--- config.mk ---
export PLATFORM = sky130hd
export DESIGN_NAME = bcd_tick_counter_mux
export DESIGN_NICKNAME = d
export VERILOG_FILES = /design/src/rtl/bcd_tick_counter_mux.sv
export SDC_FILE = /design/constraint.sdc
export NUM_CORES = 1
export LEC_CHECK = 0
export ABC_AREA = 1
export CORE_UTILIZATION = 39
export CTS_CLUSTER_DIAMETER = 50
export DETAILED_ROUTE_END_ITERATION = 16
export GPL_ROUTABILITY_DRIVEN = 1
export MAX_ROUTING_LAYER = met4
export PLACE_DENSITY = 0.65
export SYNTH_ARGS = -nofsm -noshare
export SYNTH_HDL_FRONTEND = slang
export SYNTH_SLANG_ARGS = --single-unit
--- constraint.sdc ---
create_clock -name clk -period 5.95 [get_ports clk]
set_clock_uncertainty 0.05 [all_clocks]
set_input_delay 1.19 -clock clk [delete_from_list [all_inputs] [get_ports clk]]
set_output_delay 1.19 -clock clk [all_outputs]
set_load 0.005 [all_outputs]
--- src/rtl/bcd_tick_counter_mux.sv ---
// N-digit BCD up/down tick counter with time-multiplexed 7-segment output.
// Optional leading-zero blanking: define BCD_TICK_LZ_BLANK_EN.
module bcd_tick_counter_mux #(
    parameter int TICK_DIV   = 100000000,
    parameter int SCAN_DIV   = 100000,
    parameter int NUM_DIGITS = 4,
    parameter int MAX_VAL    = 9999
) (
    input  logic                    clk,
    input  logic                    rst,
    input  logic                    en,
    input  logic                    up,
    input  logic                    load,
    input  logic [4*NUM_DIGITS-1:0] load_val,
    output logic [4*NUM_DIGITS-1:0] count,
    output logic                    tick,
    output logic                    wrap,
    output logic [6:0]              seg,
    output logic [NUM_DIGITS-1:0]   an
);

    localparam int W  = 4 * NUM_DIGITS;
    localparam int PW = $clog2(TICK_DIV);
    localparam int SW = (SCAN_DIV > 1) ? $clog2(SCAN_DIV) : 1;
    localparam int IW = (NUM_DIGITS > 1) ? $clog2(NUM_DIGITS) : 1;

    function automatic logic [W-1:0] to_bcd(input int v);
        logic [W-1:0] r;
        int t;
        r = '0;
        t = v;
        for (int i = 0; i < NUM_DIGITS; i++) begin
            r[4*i +: 4] = 4'(t % 10);
            t = t / 10;
        end
        return r;
    endfunction

    localparam logic [W-1:0] MAX_BCD = to_bcd(MAX_VAL);

    function automatic logic [W-1:0] bcd_inc(input logic [W-1:0] v);
        logic [W-1:0] r;
        logic c;
        r = v;
        c = 1'b1;
        for (int i = 0; i < NUM_DIGITS; i++) begin
            if (c) begin
                if (r[4*i +: 4] == 4'd9) begin
                    r[4*i +: 4] = 4'd0;
                end else begin
                    r[4*i +: 4] = r[4*i +: 4] + 4'd1;
                    c = 1'b0;
                end
            end
        end
        return r;
    endfunction

    function automatic logic [W-1:0] bcd_dec(input logic [W-1:0] v);
        logic [W-1:0] r;
        logic b;
        r = v;
        b = 1'b1;
        for (int i = 0; i < NUM_DIGITS; i++) begin
            if (b) begin
                if (r[4*i +: 4] == 4'd0) begin
                    r[4*i +: 4] = 4'd9;
                end else begin
                    r[4*i +: 4] = r[4*i +: 4] - 4'd1;
                    b = 1'b0;
                end
            end
        end
        return r;
    endfunction

    logic [PW-1:0] psc;
    logic [SW-1:0] sc;
    logic [IW-1:0] idx;
    logic          lv_ok;
    logic          step_wrap;
    logic [W-1:0]  step_val;
    logic [3:0]    dig;
    logic          blank;

    // With every digit <= 9, BCD order matches plain unsigned order.
    always_comb begin
        lv_ok = (load_val <= MAX_BCD);
        for (int i = 0; i < NUM_DIGITS; i++) begin
            if (load_val[4*i +: 4] > 4'd9) lv_ok = 1'b0;
        end
    end

    always_comb begin
        step_wrap = up ? (count == MAX_BCD) : (count == '0);
        if (step_wrap) step_val = up ? '0 : MAX_BCD;
        else           step_val = up ? bcd_inc(count) : bcd_dec(count);
    end

    always_ff @(posedge clk or posedge rst) begin
        if (rst) begin
            psc   <= '0;
            count <= '0;
            tick  <= 1'b0;
            wrap  <= 1'b0;
        end else if (load) begin
            psc   <= '0;
            count <= lv_ok ? load_val : MAX_BCD;
            tick  <= 1'b0;
            wrap  <= 1'b0;
        end else if (en && psc == PW'(TICK_DIV - 1)) begin
            psc   <= '0;
            count <= step_val;
            tick  <= 1'b1;
            wrap  <= step_wrap;
        end else begin
            if (en) psc <= psc + PW'(1);
            tick <= 1'b0;
            wrap <= 1'b0;
        end
    end

    always_ff @(posedge clk or posedge rst) begin
        if (rst) begin
            sc  <= '0;
            idx <= '0;
        end else if (sc == SW'(SCAN_DIV - 1)) begin
            sc  <= '0;
            idx <= (idx == IW'(NUM_DIGITS - 1)) ? '0 : idx + IW'(1);
        end else begin
            sc <= sc + SW'(1);
        end
    end

    always_comb begin
        dig = 4'd0;
        for (int i = 0; i < NUM_DIGITS; i++) begin
            if (IW'(i) == idx) dig = count[4*i +: 4];
        end
    end

`ifdef BCD_TICK_LZ_BLANK_EN
    // Walk down from the top digit; blank while everything above is zero.
    always_comb begin
        logic hi_zero;
        hi_zero = 1'b1;
        blank   = 1'b0;
        for (int i = NUM_DIGITS - 1; i > 0; i--) begin
            hi_zero = hi_zero && (count[4*i +: 4] == 4'd0);
            if (IW'(i) == idx) blank = hi_zero;
        end
    end
`else
    assign blank = 1'b0;
`endif

    always_comb begin
        case (dig)
            4'd0:    seg = 7'b1000000;
            4'd1:    seg = 7'b1111001;
            4'd2:    seg = 7'b0100100;
            4'd3:    seg = 7'b0110000;
            4'd4:    seg = 7'b0011001;
            4'd5:    seg = 7'b0010010;
            4'd6:    seg = 7'b0000010;
            4'd7:    seg = 7'b1111000;
            4'd8:    seg = 7'b0000000;
            4'd9:    seg = 7'b0010000;
            default: seg = 7'b1111111;
        endcase
        if (blank) seg = 7'b1111111;
    end

    assign an = ~(NUM_DIGITS'(1) << idx);

endmodule

# Yosys cells after proc, flatten, opt, wreduce, memory -nomap -nowiden
# Memories as Yosys holds them, arrays and structs flattened.
# Cells that the tools add are included.
# word_totals
latchBits	0
ram_bits	0
n_memories	1
regBits	64
inputBits	21
rom_bits	112
# op_classes
n_lt_le_gt_ge	5
muxes	54
bitwise	1
n_div	0
shifts	1
addsub	11
eq_ne	14
reduce_logical	15
multipliers	0
# mem_list
name	depth	width	read_ports	rd_clocked_by_memory_dff	write_ports	line_no	rtl
(no name shown)	16	7	1	0	0	158	case (dig)
# op_table
cell	n
$mux W16	6
$mux W27	3
$mux W4	18
$add A27 B1 Y27 const B	1
$eq A27 B27 Y1 const B	1
$mux W1	25
$add A17 B1 Y17 const B	1
$eq A17 B17 Y1 const B	1
$mux W17	1
$add A4 B1 Y4 const B	4
$eq A16 B16 Y1 const B	1
$eq A4 B4 Y1 const B	4
$gt A4 B4 Y1 const B	4
$le A16 B16 Y1 const B	1
$logic_not A16 Y1	1
$logic_not A4 Y1	4
$sub A4 B1 Y4 const B	4
$ne A4 B1 Y1 const B	3
$reduce_bool A4 Y1	3
$reduce_and A3 Y1	3
$eq A2 B2 Y1 const A	2
$not A4 Y4	1
$shl A1 B2 Y4 const A	1
$reduce_bool A3 Y1	1
other kinds (7)	7

# Longest topological paths before layout
# depth
word_depth	12
mapped_depth	13

# Least setup slack after synthesis
# No wires, ideal clock.
# synth_timing
kind	register to output
start	register idx[1]
end	output seg[6]
required_time_ns	4.710
stages_incl_launch_ff	14
arrival_time_ns	1.781
slack_ns	2.929
path_cell_list	dfrtp_1 -> inv_1 -> ha_1 -> inv_1 -> nand3_1 -> nand2_1 -> nand2_1 -> nand2_1 -> o21ai_0 -> inv_1 -> ha_1 -> nand3b_1 -> nand3_1 -> nand2_1
# synth_via
elab_chain_cells	6
# synth_lines
element	line_no	rtl
start, declared	79	logic [IW-1:0] idx;
start signal, assigned	129	idx <= (idx == IW'(NUM_DIGITS - 1)) ? '0 : idx + IW'(1);
$logic_not A2 Y1	138	if (IW'(i) == idx) dig = count[4*i +: 4];
$mux W4 (3 in series)	138	
$mux W4 (*)	138	
$mem_v2 Z16 W7 (*)	n/a	
end, declared	18	output logic [6:0] seg,
# Mark *: on every way between the ends. The rest lies on a longest branch, timed or not.

# Worst setup path after layout
# layout_timing
start	register idx[1]
end	output seg[4]
# The elaborated chain is that of the path after synthesis.

==> results.txt <==
DRT Wirelength - 12400 um
RSZ-0062 raised after global routing - no
internal cell power - 959 uW
FILL cells - 1207
post-synth top area cell - dfrtp_1
Worst-path clk slew - 0.05 ns
status - complete, no violations
Antenna Cells - 0
DRT iter0 DRCs - 362
syn_nets - 764
Clk network pwr share - 38.0%
global route overflow - 0
Crit path largest cell delay - 0.49 ns
Layout Nets - 812
sequential power share - 37.2%
Final setup viols - 0
Combinational Power Share - 24.8%
largest net degree at the start of global routing - 65
crit-path max FO - 5
total of max-cap violations - 0
I/O Pins - 50
Initial Utilization - 40.0%
number of remaining DRC errors - 0
PostCTS Resize Cnt - 0
post-synthesis register bit count - 64
Synth warnings - 0
clk_lat worst skew - 0.33 ns
worst path required time - 4.71 ns
Crit. End Element - output port
Reg area - 0.00160 mm2
Top delay family on crit path - buffers and inverters
top post-synthesis cells by area - dfrtp_1 33%, nand2_1 16%, nand3_1 6.9%
VDD IR-drop max - 0.111 mV
Antenna Violating Nets Remaining - 0
fmax - 248 MHz
Chip Height - 113 um
async set-reset flop share out of synthesis - 100%
DP Wirelength - 9330 um
root buffer cell - clkbuf_16
Syn Inst Count - 720
# port buffers - 49
Net Sw Frac - 31.1%
worst min path class - reg2reg
most used cell, CP - nand2_1
sequential-to-total area share from yosys stat - 33.3%
Die ar. - 0.0128 mm2
drt via density - 5.21
RePlAce Congestion - 0.930
Avg Cell Area, Syn - 6.67 um2
Cell variety after synth - 35
CTS tree - yes
drt first pass iters - 7
worst path arrival time - 2.79 ns
Slew HR - 43.1%
worst path bufs/invs - 4
fin crit share - 67.8%
Setup crit start kind - flop
total CTS buffers - 9
number of global-route vias before repair - 4580
dpl cells - 904
worst-path cell with the longest stage delay - clkdlybuf4s50_1
layout cells sized above 1 - 5.30%
core area - 0.0120 mm2
H-tree depth - 3
P&R area growth vs syn - 18.8%
final non-filler cell total - 920
CP Class - reg2out
vias post-DR - 4796
Die W - 113 um
multi-input logic area - 0.00278 mm2
worst-case clock buffer depth - 2
Post-synth EDFFs - 0
WL/cell - 13.5 um
post-synth top area share - 33.3%
Fin Setup TNS - 0 ns
final hold vios - 0
power density cells - 244 mW/mm2
CP Cell Sequence - inv_1 -> ha_1 -> inv_1 -> nand3_1 -> nand2_1 -> nand2_1 -> nand2_1 -> o21ai_0 -> inv_1 -> ha_1 -> nand3_1 -> nand3_1 -> nand2_1 -> clkdlybuf4s50_1
Slew Limit Fails - 0
first-pass GRT wire length - 21200 um
sw power - 433 uW
Rows - 40
Worst-Margin Slew - 0.850 ns
Leak - 2.68 nW
CTS Sinks - 64
area of the mapped netlist - 0.00480 mm2
minimum clock period - 4.03 ns
setup bufs post-CTS - 0
hold_buf cts - 0
Top FF cell, synth - dfrtp_1
initial antenna violation count - 0
Tot GR Track Use - 21.2%
cell families after synthesis:
family	after synthesis	synth area share, %
xor gates and xnor gates	19	3.46
and+or+nand+nor	426	39.2
AOI/OAI and AO/OA	83	9.20
adders and majority gates	23	5.99
DFF	64	33.3
buffers and inverters	105	8.80
final cells by class:
type,count,area share (%)
multi-input cells,551,48.7
flip-flops and latches,64,28.1
repair buffers,50,8.72
inverters,92,6.05
clock buffers,13,4.56
well taps,147,3.22
clock inverters,3,0.701
registers in the layout (all words and copies together) (netlist names):
| signal | flops |
|---|---|
| psc | 27 |
| sc | 17 |
| count | 16 |
| idx | 2 |
| tick | 1 |
| wrap | 1 |
metrics by stage:
step           hold slack, ns  util (%)  instance area (um2)  power, mW  setup slack (ns)
6_report                0.416      47.5                 5710       1.39              1.92
5_1_grt                 0.447      47.5                 5710       1.47              1.63
4_1_cts                 0.412      47.5                 5710       1.40              1.88
3_5_place_dp            0.404      45.0                 5410      0.865              1.95
3_3_place_gp            0.398      45.0                 5410      0.857              2.03
2_1_floorplan           0.383         -                 4800      0.723              2.93
cells in the mapped netlist, types with 2 or more instances:
master,n
nor2_4,4
nand2_4,3
o21ai_0,44
nor3_1,21
xor2_1,14
dfrtp_1,64
o21bai_1,2
inv_1,87
nand2_2,2
nand3b_1,3
inv_2,4
nand3_2,3
nand3_1,66
clkbuf_2,2
nor3b_1,3
nor4_1,4
a21oi_1,27
clkbuf_1,5
ha_1,23
nor2_2,6
buf_8,2
nor2_1,82
nand4_1,17
xnor2_1,5
o22ai_1,2
o211ai_1,5
buf_2,3
nand2_1,210
layout by cell type, fill, tap and decap left out, types with 2 or more instances in the layout:
master / count
xnor2_1: 5
nand3_2: 3
inv_2: 5
nand3b_1: 3
nand2_1: 210
o211ai_1: 5
o22ai_1: 2
nor2_4: 4
nand2_4: 3
nor3b_1: 3
a21oi_1: 27
clkbuf_1: 2
clkbuf_16: 9
ha_1: 23
nor2_1: 82
nand4_1: 17
nand3_1: 66
inv_1: 86
clkbuf_8: 2
dfrtp_1: 64
clkinv_2: 2
clkdlybuf4s50_1: 49
nand2_2: 2
nor2_2: 6
o21ai_0: 44
nor4_1: 4
o21bai_1: 2
xor2_1: 14
nor3_1: 21
power groups by stage:
stage               Clock (mW)  Sequential [mW]  Combinational (mW)
detailed placement           0            0.523               0.342
floorplan                    0            0.499               0.224
CTS                      0.542            0.516               0.344
global route             0.559            0.523               0.390
global placement             0            0.523               0.334
finish                   0.529            0.518               0.345
layer usage:
layer | wire length (um) | vias to the layer above | GRT usage, %
met5 | 0 | - | -
met4 | 197 | 0 | 7.81
met3 | 705 | 20 | 4.28
met2 | 5560 | 145 | 33.0
met1 | 5930 | 2210 | 27.5
li1 | - | 2421 | -
path summary, 6_finish.rpt:
| kind | startpoint | endpoint | slack, ns | cells after the start |
|---|---|---|---|---|
| setup / recovery | idx[1] | seg[4] | 1.92 | 14 |
| hold / removal | sc[0] | sc[0] | 0.42 | 1 |
| setup reg to reg | count[0] | count[5] | 3.83 | 10 |
| hold reg to reg | sc[0] | sc[0] | 0.42 | 1 |
| max in group asynchronous | rst | psc[19] | 3.94 | 3 |
| min in group asynchronous | rst | sc[6] | 1.37 | 3 |
(Power assumes the default switching activity.)
